**src/rtl/lsu_mem_ctrl.sv**
```systemverilog
// lsu_mem_ctrl: load/store unit between the execute stage and a word-addressed
// data memory. One byte-addressed RV32I load/store is handled at a time.
// Sub-word stores are performed as read-modify-write.
//
// Handshakes: a transfer on req_* or resp_* happens on a rising clk edge
// where both valid and ready are high. The producer holds valid and its
// payload stable until that edge. req_ready is high only in IDLE, and
// resp_valid is high only in RESP.
//
// Optional feature macro: LSU_MISALIGN_TRAP_EN
//   defined   - misaligned H/HU/W accesses complete with resp_err=1
//   undefined - the address is force-aligned and the access completes normally
module lsu_mem_ctrl #(
    parameter int DEPTH = 1024,
    parameter int IDX_W = 10
) (
    input  logic        clk,
    input  logic        reset_n,
    input  logic        req_valid,
    output logic        req_ready,
    input  logic        req_store,
    input  logic [2:0]  req_funct3,
    input  logic [31:0] req_addr,
    input  logic [31:0] req_wdata,
    output logic        resp_valid,
    input  logic        resp_ready,
    output logic [31:0] resp_rdata,
    output logic        resp_err,
    output logic [31:0] mem_addr,
    output logic [31:0] mem_wdata,
    output logic        mem_we,
    input  logic [31:0] mem_rdata
);

    typedef enum logic [1:0] {IDLE, ACCESS, MERGE, RESP} state_t;

    state_t      state, state_next;
    logic        st_q;
    logic [2:0]  f3_q;
    logic [1:0]  off_q;
    logic [15:0] wdata_q;

    logic [1:0]  aligned_off;
    logic        out_of_range;
    logic        illegal;
    logic        fault;
    logic [31:0] load_data;
    logic [31:0] merged;
    logic [7:0]  byte_sel;
    logic [15:0] half_sel;

    // Byte offset with the size-natural low bits cleared. A legal aligned
    // access is unchanged, so any difference marks a misaligned request.
    always_comb begin
        aligned_off = req_addr[1:0];
        case (req_funct3)
            3'b001, 3'b101: aligned_off = {req_addr[1], 1'b0};
            3'b010:         aligned_off = 2'b00;
            default:        aligned_off = req_addr[1:0];
        endcase
    end

`ifdef LSU_MISALIGN_TRAP_EN
    logic misalign;
    assign misalign = (aligned_off != req_addr[1:0]);
`endif

    // Fault classification for the request presented in IDLE.
    always_comb begin
        out_of_range = ({2'b00, req_addr[31:2]} >= 32'(DEPTH));
        illegal      = (req_funct3 == 3'b011) || (req_funct3 == 3'b110) ||
                       (req_funct3 == 3'b111) ||
                       (req_store && ((req_funct3 == 3'b100) || (req_funct3 == 3'b101)));
`ifdef LSU_MISALIGN_TRAP_EN
        fault = misalign || out_of_range || illegal;
`else
        fault = out_of_range || illegal;
`endif
    end

    // State register. Reset returns to IDLE at once, so mem_we drops without waiting for a clock.
    always_ff @(posedge clk or negedge reset_n) begin
        if (!reset_n) state <= IDLE;
        else          state <= state_next;
    end

    // Next-state logic and the state-decoded handshake and write-strobe outputs.
    always_comb begin
        state_next = state;
        mem_we     = 1'b0;
        req_ready  = (state == IDLE);
        resp_valid = (state == RESP);
        case (state)
            IDLE: begin
                if (req_valid) state_next = fault ? RESP : ACCESS;
            end
            ACCESS: begin
                if (!st_q) begin
                    state_next = RESP;
                end else if (f3_q == 3'b010) begin
                    mem_we     = 1'b1;
                    state_next = RESP;
                end else begin
                    state_next = MERGE;
                end
            end
            MERGE: begin
                mem_we     = 1'b1;
                state_next = RESP;
            end
            RESP: begin
                if (resp_ready) state_next = IDLE;
            end
            default: state_next = IDLE;
        endcase
    end

    // Lane extraction with sign/zero extension for loads.
    always_comb begin
        byte_sel = mem_rdata[{off_q, 3'b000} +: 8];
        half_sel = off_q[1] ? mem_rdata[31:16] : mem_rdata[15:0];
        case (f3_q)
            3'b000:  load_data = {{24{byte_sel[7]}}, byte_sel};
            3'b001:  load_data = {{16{half_sel[15]}}, half_sel};
            3'b100:  load_data = {24'h0, byte_sel};
            3'b101:  load_data = {16'h0, half_sel};
            default: load_data = mem_rdata;
        endcase
    end

    // Old word with the addressed byte or halfword replaced by store data.
    always_comb begin
        merged = mem_rdata;
        if (f3_q == 3'b000) merged[{off_q, 3'b000} +: 8]       = wdata_q[7:0];
        else                merged[{off_q[1], 4'b0000} +: 16] = wdata_q;
    end

    // Request latch, memory address/data registers and response registers.
    always_ff @(posedge clk or negedge reset_n) begin
        if (!reset_n) begin
            st_q       <= 1'b0;
            f3_q       <= 3'b000;
            off_q      <= 2'b00;
            wdata_q    <= 16'h0;
            mem_addr   <= 32'h0;
            mem_wdata  <= 32'h0;
            resp_rdata <= 32'h0;
            resp_err   <= 1'b0;
        end else begin
            case (state)
                IDLE: begin
                    if (req_valid) begin
                        st_q       <= req_store;
                        f3_q       <= req_funct3;
                        off_q      <= aligned_off;
                        wdata_q    <= req_wdata[15:0];
                        resp_rdata <= 32'h0;
                        resp_err   <= fault;
                        // A faulting request leaves the memory address untouched.
                        if (!fault) begin
                            mem_addr <= {{(32-IDX_W){1'b0}}, req_addr[IDX_W+1:2]};
                            if (req_store) mem_wdata <= req_wdata;
                        end
                    end
                end
                ACCESS: begin
                    if (!st_q)                resp_rdata <= load_data;
                    else if (f3_q != 3'b010)  mem_wdata  <= merged;
                end
                default: ;
            endcase
        end
    end

endmodule

```
**config.mk**
```make
export PLATFORM = sky130hd
export DESIGN_NAME = lsu_mem_ctrl
export DESIGN_NICKNAME = d
export VERILOG_FILES = /design/src/rtl/lsu_mem_ctrl.sv
export SDC_FILE = /design/constraint.sdc
export NUM_CORES = 1
export LEC_CHECK = 0
export CELL_PAD_IN_SITES_DETAIL_PLACEMENT = 1
export CELL_PAD_IN_SITES_GLOBAL_PLACEMENT = 2
export CORE_MARGIN = 2
export CORE_UTILIZATION = 35
export DETAILED_ROUTE_END_ITERATION = 7
export DONT_BUFFER_PORTS = 1
export PLACE_DENSITY = 0.84
export SLEW_MARGIN = 20
export SYNTH_ARGS = -nofsm -noshare
export SYNTH_HDL_FRONTEND = slang
export SYNTH_SLANG_ARGS = --single-unit
```
**constraint.sdc**
```tcl
create_clock -name clk -period 2.4 [get_ports clk]
set_input_delay 0 -clock clk [delete_from_list [all_inputs] [get_ports clk]]
set_output_delay 0 -clock clk [all_outputs]
set_load 0.01 [all_outputs]
```
==> reports/summary.md <==
The flow ran to the end, and the final reports show no timing, DRC or antenna violations. Traced cell by cell, the critical path runs through buf_4, buf_6, ha_1, nor4bb_1, buf_4, a221oi_1, a21oi_1, mux2_2, mux2_2. Final core utilization: 43.9%. In this run, synthesis inferred 0 flip-flops with an integrated enable. The worst register-to-register path has a depth of 9. The floorplan has 47 rows. The share of the yosys chip area belonging to registers came out at 42.8%.

The tools report the via count of the first global-routing pass as 5047. The logs give 829 for the final instance count without filler cells and 0.07 ns for the worst reg-to-reg setup slack. Subtracting the final worst setup slack from the clock period gives 2.33 ns. In this run the tightest slew margin relative to its limit is 52.3%. Clock latency on the worst-skew pair: 0.36 ns. For this design the static power due to leakage is 3.00 nW.

The source of the critical timing path is off_q[1]. The maximum level of the CTS H-tree was 3; the post-detailed-placement half-perimeter wirelength was 13700 microns. The max-slew violation count was 0. Input and output buffers added on the ports amount to 0. The pin count of the biggest net entering global routing is 100.

The slowest stage of the critical path is the dfrtp_2 cell. The tools report the cell count after synthesis as 526. After synthesis, the netlist uses 38 different library cells. Summing over every cut layer, the via total after detailed routing is 4779. The detail route stage leaves a number of antenna-violating nets equal to 0.

The most critical setup path has its endpoint at mem_wdata[18]. The layout cell share with drive strength beyond 1 works out to 24.7%. Summed over its instances, the top area cell type makes up 42.8% of the synthesized netlist area. The run gives 2 as the initial antenna violation count. The endpoint identified for the worst register-to-register timing path is mem_wdata[18]. After detailed routing, the average wire length per cell comes to 24.2 microns. The worst setup path is captured at a flop. After synthesis, the share of flip-flops with an asynchronous set or reset is 100%. The run gives 0 as the warning count from the yosys run. From left edge to right edge, the die measures 133 microns. The tools report the final estimated routing congestion in global placement as 0.860. The most used flip-flop cell after synthesis was dfrtp_1.

In this run, CTS created clock tree buffers numbering 9. Number of detailed-route iterations in the first pass: 5. Static timing analysis puts the maximum clock frequency at 0.430 GHz. In the final timing run, aggregate negative setup slack is 0 ns.

Max-cap violations in this run came to 0. In this run the deepest clock path goes through 2 buffers. Setup violations remaining at the end of the flow were counted as 0.

Setup repair after global routing could not meet its margin everywhere. In this run the critical register-to-register path is launched from off_q[1]. Of all cell types, the one taking the most synthesized area is dfrtp_1. The number of hold-slack violations in the final timing report was 0; the height of the die was 133 microns. Placeable core area: 16400 sq um. Clock transition time at the flip-flop clock pins of the worst setup and hold paths: 0.07 ns. In this design, the stage delay of the slowest critical-path cell is 0.40 ns.

The detailed router finished its first iteration with 314 violations. The floorplan step defined a die boundary enclosing 17600 sq um. 204 I/O pins were placed.

The share of the clock period used by the worst path was 96.9%; the post-synthesis instance area was 5790 sq um. The tools report the post-layout net count as 715. The category of the most critical setup path is reg2reg. TritonCTS built the clock tree. At the worst endpoint, the arrival time is 2.57 ns. Wires add up to 20100 microns.

The area growth from synthesis to layout was 24.3%. Power spread over the standard cell area amounts to 1250 nW/um^2. The via count normalized by instance count came out at 5.76. Clock tree synthesis found a total of 99 sinks. The run gives 35.3% as the starting density of the core.

The mean instance size in the synthesized netlist was 11.0 sq um. Sorting the synthesized cells by area gives the leading types as dfrtp_1 (43%), mux2_2 (20%), mux2i_1 (6.2%). Summed over all layers, the global routing overflow is 0.

The worst min-delay path class was in2reg. Data on the critical path is required at its endpoint by 2.64 ns. The number of fill cells in the layout was 1766; the worst-case vdd ir drop was 496 uV. The worst setup path is launched from a flop.

Between clock sinks in the finished design, the worst skew comes to 0.00741 ns. The pin slew with the least headroom to its limit is 0.716 ns, and the number of placed instances with taps included is 728. For this run, the total global-route usage over all layers was measured as 22.9%. The first global-routing pass estimated 30900 microns of wire. The number of storage elements in the synthesis netlist works out to 99. The worst-path maximum fanout is 22. The root buffer cell chosen for the clock tree is clkbuf_16. In the routed design, unresolved DRC markers number 0.
stage by stage:
step	total power [mW]	hold slack [ns]	setup WS, ns	area [sq um]
floorplan	6.06	-0.296	0.152	5870
global placement	7.10	-0.292	-0.0582	6020
detailed placement	7.32	-0.292	0.0158	6030
CTS	8.93	0.00927	0.00206	7150
global route	9.57	0.0435	-0.00265	7200
finish	8.98	0.000731	0.0742	7200
cell type report:
class                           count  area, sq um  share of cell area (%)
Clock inverter                      5         45.0                   0.625
Inverter                           13         48.8                   0.678
Clock buffer                       11          233                    3.23
Antenna cell                        2         5.00                  0.0695
Tap cell                          220          275                    3.82
Sequential cell                    99         2480                    34.4
Multi-Input combinational cell    374         3050                    42.3
Timing Repair Buffer              105         1070                    14.8
what timing repair did:
| action | in CTS | in global routing |
|---|---|---|
| hold buffers | 83 | 0 |
| endpoints found under the setup margin | 0 | 22 |
| endpoints found under the hold margin | 196 | 0 |
| resized for setup | 0 | 9 |
| buffers inserted | 0 | 0 |
where the power goes:
part / internal [mW] / switching (mW) / total (mW)
Combinational: 2.07 / 2.27 / 4.34
Clock: 0.723 / 0.714 / 1.44
Sequential: 2.34 / 0.863 / 3.20
synth_stat cells, types with 2 or more instances:
cell type and n:
a221o_1 16, inv_1 13, a21boi_0 7, a221oi_1 32, buf_4 22, buf_6 3, nor3_1 2, nor2_1 14
clkbuf_1 21, nand2b_1 4, nand2_1 28, o21ai_0 22, ha_1 9, mux2_2 101, mux2i_1 36, o221ai_1 7
nor4bb_1 3, buf_2 9, nand3_1 5, buf_1 6, dfrtp_1 99, o31ai_1 9, a21oi_1 39, nor4_1 5
kinds of logic (layout without fill, tap and decap cells):
family / count (synthesis) / in the layout / share of synthesized area, %
AOI/OAI and AO/OA: 139 / 139 / 17.0
muxes: 137 / 137 / 25.9
DFF: 99 / 99 / 42.8
buffers and inverters: 74 / 134 / 6.80
and+or+nand+nor: 67 / 67 / 5.53
adders and majority gates: 9 / 9 / 1.94
other: 1 / 24 / 0.0647
layer usage:
metal | vias to the layer above | track usage (%) | wire (microns)
li1 | 2099 | - | -
met1 | 2462 | 30.8 | 8720
met2 | 178 | 35.8 | 9390
met3 | 40 | 6.32 | 1400
met4 | 0 | 7.23 | 561
met5 | - | 0 | 0
placed cells by master, fill, tap and decap left out, types with 13 or more instances in the layout:
| master | n |
|---|---|
| mux2i_1 | 36 |
| buf_4 | 17 |
| a221oi_1 | 29 |
| dlygate4sd3_1 | 82 |
| a221o_1 | 16 |
| conb_1 | 22 |
| nand2_1 | 28 |
| nor2_1 | 14 |
| mux2_2 | 101 |
| inv_1 | 13 |
| dfrtp_1 | 98 |
| a21oi_1 | 36 |
| o21ai_0 | 22 |
state kept, by name, summed over array words and instances (netlist names), 2 cells and up:
signal      cells
f3_q            3
mem_addr       10
mem_wdata      32
off_q           2
resp_rdata     32
state           2
wdata_q        16
worst min path at each step:
stage / startpoint / endpoint / cells past startpoint
floorplan: reset_n / f3_q[0] / 0
global placement: reset_n / resp_rdata[1] / 0
detailed placement: reset_n / resp_rdata[0] / 0
CTS: req_funct3[2] / off_q[1] / 4
global route: req_funct3[2] / off_q[0] / 4
finish: req_funct3[2] / off_q[1] / 4
worst max-delay path: cells and delay by family (launching register included):
family | cells | cell delay [ns]
AO/OA/AOI/OAI | 2 | 0.39
adder cells (fa/ha/maj) | 1 | 0.22
buffers and inverters | 3 | 0.51
flip-flops | 1 | 0.40
multiplexers | 2 | 0.55
AND/OR/NAND/NOR | 1 | 0.14
(Power assumes the default switching activity.)
